## src/rtl/iso14443a_defs.sv

```systemverilog
// Shared definitions for the ISO14443-A tag-side datapath: FSM states,
// Manchester sequence codes, timing defaults and HF mode constants.
package iso14443a_defs;

  // Default timing: fc/128 bit period (106 kbit/s) and fc/16 subcarrier
  localparam int BIT_CYCLES_DEF  = 128;
  localparam int SUBC_CYCLES_DEF = 16;

  // HF mode selector values shared with the top-level mode mux
  localparam logic [2:0] FPGA_HF_ISO14443A_SNIFFER      = 3'd0;
  localparam logic [2:0] FPGA_HF_ISO14443A_TAGSIM_LISTEN = 3'd1;
  localparam logic [2:0] FPGA_HF_ISO14443A_TAGSIM_MOD    = 3'd2;
  localparam logic [2:0] FPGA_HF_ISO14443A_READER_LISTEN = 3'd3;
  localparam logic [2:0] FPGA_HF_ISO14443A_READER_MOD    = 3'd4;

  typedef enum logic [2:0] {
    ST_IDLE   = 3'd0,
    ST_SOF    = 3'd1,
    ST_DATA   = 3'd2,
    ST_PARITY = 3'd3,
    ST_EOF    = 3'd4
  } tx_state_e;

  // D: modulate first half, E: modulate second half, F: no modulation
  typedef enum logic [1:0] {
    SEQ_D = 2'd0,
    SEQ_E = 2'd1,
    SEQ_F = 2'd2
  } seq_e;

  // Load modulation level for a sequence at the current position in the bit
  function automatic logic seq_mod(seq_e seq, logic first_half, logic subc_phase);
    case (seq)
      SEQ_D:   return first_half & subc_phase;
      SEQ_E:   return ~first_half & subc_phase;
      default: return 1'b0;
    endcase
  endfunction

  // Odd parity: total count of ones including the parity bit is odd
  function automatic logic odd_parity(logic [7:0] b);
    return ~^b;
  endfunction

endpackage

```

## src/rtl/iso14443a_bit_timer.sv

```systemverilog
// Free-running carrier-cycle counter that frames bit periods and derives the
// half-bit and subcarrier phase used by the Manchester coder.
module iso14443a_bit_timer
  import iso14443a_defs::*;
#(
  parameter int BIT_CYCLES  = BIT_CYCLES_DEF,
  parameter int SUBC_CYCLES = SUBC_CYCLES_DEF
) (
  input  logic ck_1356meg,
  input  logic reset,
  output logic bit_end,
  output logic first_half,
  output logic subc_phase
);

  localparam int CW = $clog2(BIT_CYCLES);
  localparam int SW = $clog2(SUBC_CYCLES);
  localparam logic [CW-1:0] CNT_ONE = 1;

  logic [CW-1:0] cnt_reg;

  // Counter wraps naturally because BIT_CYCLES is a power of two
  always_ff @(negedge ck_1356meg or posedge reset) begin
    if (reset) cnt_reg <= '0;
    else       cnt_reg <= cnt_reg + CNT_ONE;
  end

  assign bit_end    = &cnt_reg;
  assign first_half = ~cnt_reg[CW-1];
  assign subc_phase = ~cnt_reg[SW-1];

endmodule

```

## src/rtl/iso14443a_tag_tx.sv

```systemverilog
// Tag-side ISO14443-A transmitter: takes bytes over valid/ready, adds odd
// parity, frames with SOF/EOF and emits Manchester load modulation on fc/16.
module iso14443a_tag_tx
  import iso14443a_defs::*;
#(
  parameter int BIT_CYCLES  = BIT_CYCLES_DEF,
  parameter int SUBC_CYCLES = SUBC_CYCLES_DEF
) (
  input  logic       ck_1356meg,
  input  logic       reset,
  input  logic [7:0] tx_data,
  input  logic       tx_valid,
  output logic       tx_ready,
  input  logic       tx_last,
  input  logic [2:0] tx_last_bits,
  input  logic       tx_parity_en,
  output logic       mod_sig,
  output logic       busy,
  output logic       tx_done,
  output logic       tx_underrun
);

  tx_state_e  state_reg, state_next;
  seq_e       seq;
  logic       bit_end, first_half, subc_phase;

  logic       hold_full_reg, hold_last_reg;
  logic [7:0] hold_data_reg;
  logic [2:0] hold_last_bits_reg;

  logic [7:0] shift_reg;
  logic [3:0] bits_left_reg;
  logic       byte_last_reg, byte_partial_reg, parity_reg, parity_en_reg;
  logic       mod_reg, mod_next;

  logic       accept, load, shift, byte_end, underrun, latch_par;

  iso14443a_bit_timer #(
    .BIT_CYCLES (BIT_CYCLES),
    .SUBC_CYCLES(SUBC_CYCLES)
  ) u_bit_timer (
    .ck_1356meg(ck_1356meg),
    .reset     (reset),
    .bit_end   (bit_end),
    .first_half(first_half),
    .subc_phase(subc_phase)
  );

  assign accept  = tx_valid & ~hold_full_reg;
  assign mod_sig = mod_reg;

  // State register
  always_ff @(negedge ck_1356meg or posedge reset) begin
    if (reset) state_reg <= ST_IDLE;
    else       state_reg <= state_next;
  end

  // Next-state and datapath control; everything moves only at bit boundaries
  always_comb begin
    state_next = state_reg;
    load       = 1'b0;
    shift      = 1'b0;
    byte_end   = 1'b0;
    underrun   = 1'b0;
    latch_par  = 1'b0;
    if (bit_end) begin
      case (state_reg)
        ST_IDLE: begin
          if (hold_full_reg) begin
            state_next = ST_SOF;
            latch_par  = 1'b1;
          end
        end
        ST_SOF: begin
          state_next = ST_DATA;
          load       = 1'b1;
        end
        ST_DATA: begin
          if (bits_left_reg > 4'd1)                      shift      = 1'b1;
          else if (parity_en_reg && !byte_partial_reg)   state_next = ST_PARITY;
          else                                           byte_end   = 1'b1;
        end
        ST_PARITY: byte_end = 1'b1;
        default:   state_next = ST_IDLE;
      endcase
      // Shared end-of-byte decision: finish, chain the next byte, or abort
      if (byte_end) begin
        if (byte_last_reg) begin
          state_next = ST_EOF;
        end else if (hold_full_reg) begin
          state_next = ST_DATA;
          load       = 1'b1;
        end else begin
          state_next = ST_EOF;
          underrun   = 1'b1;
        end
      end
    end
  end

  // Output decode: sequence selection, modulation level and status flags
  always_comb begin
    case (state_reg)
      ST_SOF:    seq = SEQ_D;
      ST_DATA:   seq = shift_reg[0] ? SEQ_D : SEQ_E;
      ST_PARITY: seq = parity_reg ? SEQ_D : SEQ_E;
      default:   seq = SEQ_F;
    endcase
    mod_next    = seq_mod(seq, first_half, subc_phase);
    busy        = (state_reg != ST_IDLE);
    tx_done     = (state_reg == ST_EOF) && bit_end;
    tx_underrun = underrun;
    tx_ready    = ~hold_full_reg;
  end

  // Single-entry holding register between the ARM side and the shifter
  always_ff @(negedge ck_1356meg or posedge reset) begin
    if (reset) begin
      hold_full_reg      <= 1'b0;
      hold_data_reg      <= '0;
      hold_last_reg      <= 1'b0;
      hold_last_bits_reg <= '0;
    end else begin
      if (accept) begin
        hold_data_reg      <= tx_data;
        hold_last_reg      <= tx_last;
        hold_last_bits_reg <= tx_last_bits;
      end
      if (accept)    hold_full_reg <= 1'b1;
      else if (load) hold_full_reg <= 1'b0;
    end
  end

  // Shifter with per-byte bit count, parity and frame-end attributes
  always_ff @(negedge ck_1356meg or posedge reset) begin
    if (reset) begin
      shift_reg        <= '0;
      bits_left_reg    <= '0;
      byte_last_reg    <= 1'b0;
      byte_partial_reg <= 1'b0;
      parity_reg       <= 1'b0;
      parity_en_reg    <= 1'b0;
    end else begin
      if (load) begin
        shift_reg        <= hold_data_reg;
        bits_left_reg    <= (hold_last_reg && hold_last_bits_reg != 3'd0)
                            ? {1'b0, hold_last_bits_reg} : 4'd8;
        byte_last_reg    <= hold_last_reg;
        byte_partial_reg <= hold_last_reg && (hold_last_bits_reg != 3'd0);
        parity_reg       <= odd_parity(hold_data_reg);
      end else if (shift) begin
        shift_reg     <= {1'b0, shift_reg[7:1]};
        bits_left_reg <= bits_left_reg - 4'd1;
      end
      if (latch_par) parity_en_reg <= tx_parity_en;
    end
  end

  // Registered modulation output, one cycle behind the coder
  always_ff @(negedge ck_1356meg or posedge reset) begin
    if (reset) mod_reg <= 1'b0;
    else       mod_reg <= mod_next;
  end

endmodule
```

## config.mk

```make
export PLATFORM = sky130hd
export DESIGN_NAME = iso14443a_tag_tx
export DESIGN_NICKNAME = d
export VERILOG_FILES = /design/src/rtl/iso14443a_defs.sv /design/src/rtl/iso14443a_bit_timer.sv /design/src/rtl/iso14443a_tag_tx.sv
export SDC_FILE = /design/constraint.sdc
export NUM_CORES = 1
export LEC_CHECK = 0
export ABC_AREA = 1
export BUFFER_PORTS_ARGS = -buffer_cell sky130_fd_sc_hd__buf_4
export CAP_MARGIN = 20
export CORE_MARGIN = 2
export CORE_UTILIZATION = 30
export CTS_CLUSTER_DIAMETER = 200
export CTS_CLUSTER_SIZE = 8
export DETAILED_ROUTE_END_ITERATION = 7
export SETUP_SLACK_MARGIN = 0.4
export SYNTH_ARGS = -nofsm -noshare
export SYNTH_HDL_FRONTEND = slang
export SYNTH_HIERARCHICAL = 1
export SYNTH_SLANG_ARGS = --single-unit
```

## constraint.sdc

```tcl
create_clock -name ck_1356meg -period 5.3 [get_ports ck_1356meg]
set_input_delay 0.265 -clock ck_1356meg [delete_from_list [all_inputs] [get_ports ck_1356meg]]
set_output_delay 0.265 -clock ck_1356meg [all_outputs]
set_load 0.02 [all_outputs]
```

==> flow_summary.ini, run 1 <==
[run_status]
status = finished, final reports clean

[detailed_routing]
wl_per_cell_um = 11.34
drt-pass1-iter-count = 4
ant_nets = 0
drc = 0
via_per_inst = 4.516
vias = 1513
detail_route.wirelength_um = 3800
drt_iter0_drc = 61

[floorplan]
start_util_pct = 31.39
die_x_um = 85.97
core_um2 = 6422
die_area_um2 = 7391
io_pins = 21
die_y_um = 85.97
core.rowCount = 29

[layout]
fill_cells = 652
fin_cells = 335
area_delta_synth_final_pct = 16.70
layout_common_cells = nand2_1 (53), dfrtn_1 (40), inv_1 (28)
drive_above_1_share_pct = 21.71
mostFrequentLayoutCell = nand2_1
num_antenna_cells = 0
multiInputGateArea_um2 = 873.3
regArea_um2 = 1001
nets = 277

[critical_path]
cp-endpoint = tx_underrun
worst_ep_required_time_ns = 5.04
r2r-start = u_bit_timer/cnt_reg[0]
crit_slowest_cell = dfrtn_1
crit_path_frequent_cell = buf_4
crit_type = reg -> out
worstSetupStartpoint = u_bit_timer/cnt_reg[0]
cp_max_fo = 4
slowest_delay_ns = 0.43
end_kind = output port
r2r_cells = 11
cp.arrival_ns = 4.47
worstSetupStartpointType = flop
r2r-end = bits_left_reg[0]
crit_path_cell_trace = ha_1 > nand2_1 > nor3_1 > buf_4 > inv_1 > nor4_2 > buf_4
r2r_slack_ns = 3.20

[clocking]
cts_root_buffer = clkbuf_8
cts_num_sinks = 40
post_cts_buffers = 0
clkLatencyLatePin_ns = 0.30
hold_buffers = 0
cts_tree = yes
numCtsBuffers = 5
cts_max_level = 2
clk_pin_slew_ns = 0.05
cts_resized = 0
cts_max_path_buffers = 2

[synthesis]
seq_area_frac_synth_pct = 49.66
synth_edf_count = 0
synthTopCellsByArea = dfrtn_1 (50%), nand2_1 (9.9%), nand3_1 (6.0%)
synth-seq-cells = 40
syn_area_um2 = 2016
syn_nets = 249
synth_ff_type = dfrtn_1
async_reset_ff_share_pct = 100.0
syn_inst = 230
yosys.area.top_type_share_pct = 49.66
synth_area_leader_cell = dfrtn_1
synthDistinctLibCells = 27
yosys_warnings = 6
synth_area_per_cell_um2 = 8.764

[pwr]
p_leak_nw = 1.241
p_per_area_nw_per_um2 = 221.1
peakVddDrop_mv = 0.1183
p_total_uw = 520.2

[sta]
skew_ns = 0.006660
worst_slack_ns = 0.5657
rsz0062_at_grt = no
tns_ns = 0
relSlewSlack_pct = 61.25
setup_violations = 0
hold_viol_final = 0
timing.hold.ws_ns = 0.3647
worstMarginPinSlew_ns = 0.5798
final_max_slew_viol_count = 0

[global_route]
met2_usage_pct = 16.21
antenna_found_initial = 0
overflow = 0
grt_use_met3_pct = 3.272
busiest_layer = met2
grt_max_degree = 34
first_global_vias = 1427
met1_usage_pct = 15.82
grt_pass1_wl_um = 6492
grt_usage_pct = 11.35

[place]
dpl_worst_slack_ns = 0.8176
io_buffers = 20
routabilityCongestion = 0.8902
dpl.hpwl_um = 2819
place_inst = 326

[job]
maxCapViolCount = 0

[min_path]
hold_path_class = reg -> reg
-- per-layer routing --
layer / vias to the layer above / wire, µm / share of wire, %
li1: 790 / - / -
met1: 693 / 2040 / 54
met2: 23 / 1540 / 41
met3: 7 / 148 / 3.9
met4: 0 / 72 / 1.9
met5: - / 0 / 0
-- cells in the mapped netlist, types with 4 or more instances --
cell type / number
nand3_1: 24
dfrtn_1: 40
inv_1: 28
nand4_1: 4
mux2_2: 9
xnor2_1: 8
nor2_1: 18
inv_2: 4
o21ai_0: 5
o21ai_1: 4
nand2_1: 53
a21oi_1: 5
xor2_1: 4
-- how the worst min path moves through the flow --
| stage | startpoint | slack [ns] | to | depth (start not counted) |
|---|---|---|---|---|
| after floorplan | u_bit_timer/cnt_reg[0] | 0.33 | u_bit_timer/cnt_reg[0] | 1 |
| after global placement | u_bit_timer/cnt_reg[0] | 0.35 | u_bit_timer/cnt_reg[0] | 1 |
| after detailed placement | u_bit_timer/cnt_reg[0] | 0.37 | u_bit_timer/cnt_reg[0] | 1 |
| after CTS | u_bit_timer/cnt_reg[0] | 0.37 | u_bit_timer/cnt_reg[0] | 1 |
| after global routing | u_bit_timer/cnt_reg[0] | 0.40 | u_bit_timer/cnt_reg[0] | 1 |
| final | u_bit_timer/cnt_reg[0] | 0.36 | u_bit_timer/cnt_reg[0] | 1 |
-- critical path: cells and delay by family (launching register included) --
family / cells / cell delay (ns)
simple gates: 3 / 0.50
flops: 1 / 0.43
buf+inv: 3 / 0.40
fa+ha+maj: 1 / 0.19
-- through the flow --
step | utilization (%) | cell area (µm²)
after floorplan | - | 2022
after global placement | 35.13 | 2256
after detailed placement | 35.13 | 2256
after CTS | 36.39 | 2337
after global routing | 36.63 | 2352
final | 36.63 | 2352
-- layout make-up --
class | count | share of cell area (%)
timing repair buffer | 24 | 7.660
clock buffer | 5 | 2.926
multi-input combinational | 155 | 37.13
sequential | 40 | 42.55
inverter | 32 | 5.106
tap | 77 | 4.096
clock inverter | 2 | 0.5319
-- cell families (layout without fill, tap and decap cells) --
group                    count (synthesis)  in the layout  synth area share [%]
AO/OA/AOI/OAI                           19             19                 5.338
flip-flops                              40             40                 49.66
XOR/XNOR                                12             12                 5.214
AND/OR/NAND/NOR                        112            112                 25.57
multiplexers                             9              9                 5.028
buffers and inverters                   35             63                 7.324
adder cells (fa/ha/maj)                  3              3                 1.862
-- power breakdown --
group          switching (mW)  total, mW  internal [mW]  leakage [nW]
registers           0.0000918      0.307          0.307         0.521
logic                 0.00780     0.0156        0.00775         0.680
clock network           0.108      0.197         0.0892        0.0400
Note: power is estimated with default switching activity, not from simulation.
==> run 2, diff against run 1 <==
CORE_UTILIZATION = 35   (was 30)
CTS_CLUSTER_DIAMETER = 40   (was 200)
==> flow_summary.ini, run 2 (synthesis results as in run 1) <==
[run_status]
status = finished, final reports clean

[critical_path]
crit_family = simple AND/OR/NAND/NOR gates
crit_path_frequent_cell = buf_4
slowest_delay_ns = 0.43
crit_path_cell_trace = ha_2 > nand2_1 > nor3_1 > buf_4 > inv_1 > nor4_2 > buf_4
worstSetupStartpointType = flop
crit_type = reg -> out
end_kind = output port
cp-endpoint = tx_underrun
cp_max_fo = 4
worst-path-stages = 7
r2r_cells = 11
r2r-end = bits_left_reg[2]
worst_ep_required_time_ns = 5.04
cp.arrival_ns = 4.47
path_buf_inv = 3
crit_slowest_cell = dfrtn_1
r2r_slack_ns = 3.21
worstSetupStartpoint = u_bit_timer/cnt_reg[1]
r2r-start = u_bit_timer/cnt_reg[1]

[place]
io_buffers = 20
dpl.hpwl_um = 2699
routabilityCongestion = 0.7968

[sta]
final_max_slew_viol_count = 0
skew_ns = 0.003994
tns_ns = 0
setup_violations = 0
timing.hold.ws_ns = 0.3521
relSlewSlack_pct = 60.86
rsz0062_at_grt = no
worstMarginPinSlew_ns = 0.5857
hold_viol_final = 0

[pwr]
p_leak_nw = 1.240
p_total_uw = 517.5
p_comb_share_pct = 3.0
switching_share_pct = 21.94
power_frac_clock_pct = 37.7
p_per_area_nw_per_um2 = 220.4
p_int_uw = 404.0
p_sw_uw = 113.5
peakVddDrop_mv = 0.1257
pwr-share-seq_pct = 59.4

[min_path]
hold_path_class = reg -> reg
min-delay-start = u_bit_timer/cnt_reg[0]

[clocking]
clk_pin_slew_ns = 0.05
cts_num_sinks = 40
cts_tree = yes
cts_root_buffer = clkbuf_8
cts_max_path_buffers = 2
cts_max_level = 2
hold_buffers = 0
numCtsBuffers = 5
clkLatencyLatePin_ns = 0.29

[detailed_routing]
ant_nets = 0
drt_iter0_drc = 91
drt-pass1-iter-count = 4
vias = 1515
detail_route.wirelength_um = 3646
wl_met2_um = 1543
dr_wl_met3_um = 144
wl_per_cell_um = 11.05
wl_met1_um = 1901
dr.max_layer_used = met4
drc = 0
via_per_inst = 4.591

[floorplan]
die_x_um = 79.89
io_pins = 21
die_area_um2 = 6382
start_util_pct = 36.38
core_um2 = 5540
die_y_um = 79.89
core.rowCount = 27

[layout]
nets = 277
layout_common_cells = nand2_1 (53), dfrtn_1 (40), inv_1 (28)
mostFrequentLayoutCell = nand2_1
postLayoutCoreUtil_pct = 42.39
num_antenna_cells = 0
drive_above_1_share_pct = 22.09
area_delta_synth_final_pct = 16.51
fill_cells = 574

[global_route]
grt_pass1_wl_um = 6479
grt_usage_pct = 12.88
overflow = 0
first_global_vias = 1425
antenna_found_initial = 0
grt_max_degree = 34

[job]
maxCapViolCount = 0
[run 2: cell counts in the layout (fill, tap and decap cells not counted)]
No cell type changed its count.
[run 2: worst min path at each step]
stage | endpoint | slack [ns] | depth (start not counted)
after global placement | u_bit_timer/cnt_reg[0] | 0.35 | 1
after detailed placement | u_bit_timer/cnt_reg[0] | 0.35 | 1
final | u_bit_timer/cnt_reg[0] | 0.35 | 1
after CTS | u_bit_timer/cnt_reg[0] | 0.35 | 1
after floorplan | u_bit_timer/cnt_reg[0] | 0.33 | 1
after global routing | u_bit_timer/cnt_reg[0] | 0.37 | 1
[run 2: per-stage QoR]
step,instance area [µm²],worst slack (ns),cells
3_3_place_gp,2250,0.8452,321
4_1_cts,2331,0.5026,328
3_5_place_dp,2250,0.8209,321
6_report,2349,0.5663,330
5_1_grt,2349,0.4435,330
2_1_floorplan,2022,0.3968,230
[run 2: cell type report]
type                    count  area [µm²]  share of cell area (%)
clock inverters             2       12.51                  0.5328
flip-flops and latches     40        1001                   42.62
well taps                  72       90.09                   3.836
repair buffers             24       180.2                   7.672
clock buffers               5       68.82                   2.930
inverters                  32       120.1                   5.115
multi-input cells         155       875.8                   37.29
[run 2: power groups by stage]
| stage | registers, mW | clock network [mW] | logic, mW |
|---|---|---|---|
| after floorplan | 0.313 | 0 | 0.00524 |
| after global placement | 0.313 | 0 | 0.0162 |
| after detailed placement | 0.313 | 0 | 0.0162 |
| after CTS | 0.307 | 0.204 | 0.0163 |
| after global routing | 0.307 | 0.216 | 0.0177 |
| final | 0.307 | 0.195 | 0.0154 |
[run 2: routing by layer]
| layer | vias up | GRT usage, % |
|---|---|---|
| met3 | 5 | 2.828 |
| met2 | 26 | 19.17 |
| li1 | 792 | - |
| met1 | 692 | 18.13 |
| met5 | - | 0 |
| met4 | 0 | 5.085 |
[run 2: what timing repair did]
action | 4_1_cts | 5_1_grt
gates resized for setup | 0 | 1
endpoints found under the setup margin | 0 | 2
setup buffers | 0 | 2
==> run 3, diff against run 2 <==
CELL_PAD_IN_SITES_DETAIL_PLACEMENT = 2   (was unset)
CELL_PAD_IN_SITES_GLOBAL_PLACEMENT = 2   (was unset)
PLACE_DENSITY_LB_ADDON = 0.1   (was unset)
RECOVER_POWER = 100   (was unset)
==> flow_summary.ini, run 3 (synthesis results as in run 1) <==
[floorplan]
core_um2 = 5540
start_util_pct = 36.38
die_area_um2 = 6382
io_pins = 21
core.rowCount = 27
die_x_um = 79.89
die_y_um = 79.89

[critical_path]
cp_max_fo = 4
end_kind = output port
worst_ep_required_time_ns = 5.04
worstSetupStartpointType = flop
cp.arrival_ns = 4.57
crit_type = reg -> out

[detailed_routing]
wl_per_cell_um = 14.50
ant_nets = 0
detail_route.wirelength_um = 4798
drt_iter0_drc = 28
vias = 1634
drc = 0
drt-pass1-iter-count = 4
via_per_inst = 4.937

[pwr]
peakVddDrop_mv = 0.1077
p_leak_nw = 1.196
p_sw_uw = 120.9
p_int_uw = 403.4
p_comb_share_pct = 2.9
pwr-share-seq_pct = 58.6
switching_share_pct = 23.07
p_total_uw = 524.3
p_per_area_nw_per_um2 = 228.7
power_frac_clock_pct = 38.6

[place]
io_buffers = 20
dpl_worst_slack_ns = 0.7564
place_inst = 321
dpl.hpwl_um = 3646
routabilityCongestion = 0.7726

[sta]
worst_slack_ns = 0.4633
skew_ns = 0.004338
rsz0062_at_grt = no
worstMarginPinSlew_ns = 1.881
hold_viol_final = 0
relSlewSlack_pct = -25.37
tns_ns = 0
final_max_slew_viol_count = 34
setup_violations = 0

[global_route]
grt_pass1_wl_um = 8445
antenna_found_initial = 0
overflow = 0
first_global_vias = 1783
grt_max_degree = 34
grt_usage_pct = 17.06

[layout]
num_antenna_cells = 0
area_delta_synth_final_pct = 13.72
mostFrequentLayoutCell = nand2_1
drive_above_1_share_pct = 16.22
postLayoutCoreUtil_pct = 41.37
nets = 278
fin_cells = 331
layout_common_cells = nand2_1 (56), dfrtn_1 (40), inv_1 (30)

[job]
maxCapViolCount = 1

[clocking]
hold_buffers = 0
clkLatencyLatePin_ns = 0.30
numCtsBuffers = 5
cts_num_sinks = 40
cts_tree = yes
cts_max_path_buffers = 2
cts_root_buffer = clkbuf_8
clk_pin_slew_ns = 0.06
cts_max_level = 2

[run_status]
status = finished, violations left
violations = capacitance limit, slew limit

[min_path]
hold_path_class = reg -> reg
run 3: power by group through the flow:
stage | Clock [mW] | Combinational (mW) | Sequential [mW]
2_1_floorplan | 0 | 0.00524 | 0.313
3_3_place_gp | 0 | 0.0164 | 0.313
3_5_place_dp | 0 | 0.0166 | 0.313
4_1_cts | 0.211 | 0.0166 | 0.307
5_1_grt | 0.220 | 0.0175 | 0.307
6_report | 0.202 | 0.0150 | 0.307
run 3: cell type report:
cell class / count / area, µm²
sequential: 40 / 1001
timing repair buffer: 25 / 161.4
clock buffer: 5 / 68.82
clock inverter: 2 / 12.51
tap: 72 / 90.09
fill: 655 / 3248
multi-input combinational: 155 / 838.3
inverter: 32 / 120.1
run 3: repair_timing:
action                     4_1_cts  5_1_grt
buffers inserted                 0        3
gates resized for setup          0        1
setup endpoints to repair        0        2
run 3: stage by stage:
stage	instance area, µm²	hold slack, ns
6_report	2292	0.4303
2_1_floorplan	2022	0.3323
3_3_place_gp	2250	0.3538
3_5_place_dp	2250	0.3664
4_1_cts	2331	0.3684
5_1_grt	2292	0.4568
run 3: layer usage:
metal	up-vias	track usage (%)	wire length, µm
li1	787	-	-
met1	815	22.15	2312
met2	25	28.58	2273
met3	7	3.507	157
met4	0	5.085	55
met5	-	0	0
run 3: worst max-delay path: stages, from the launching register on:
cell and delay (ns):
dfrtn_1 0.41, ha_1 0.21, nand2_1 0.11, nor3_1 0.20
buf_4 0.15, inv_1 0.08, nor4_2 0.21, clkbuf_1 0.25
run 3: path summary, 6_finish.rpt:
path / start / end / slack [ns] / cells after the start
max: u_bit_timer/cnt_reg[0] / tx_underrun / 0.46 / 7
min: bits_left_reg[3] / bits_left_reg[3] / 0.43 / 2
max reg2reg: bits_left_reg[0] / shift_reg[6] / 2.68 / 12
min reg2reg: bits_left_reg[3] / bits_left_reg[3] / 0.43 / 2
max in group asynchronous: reset / shift_reg[6] / 1.04 / 3
min in group asynchronous: reset / u_bit_timer/cnt_reg[3] / 2.42 / 2
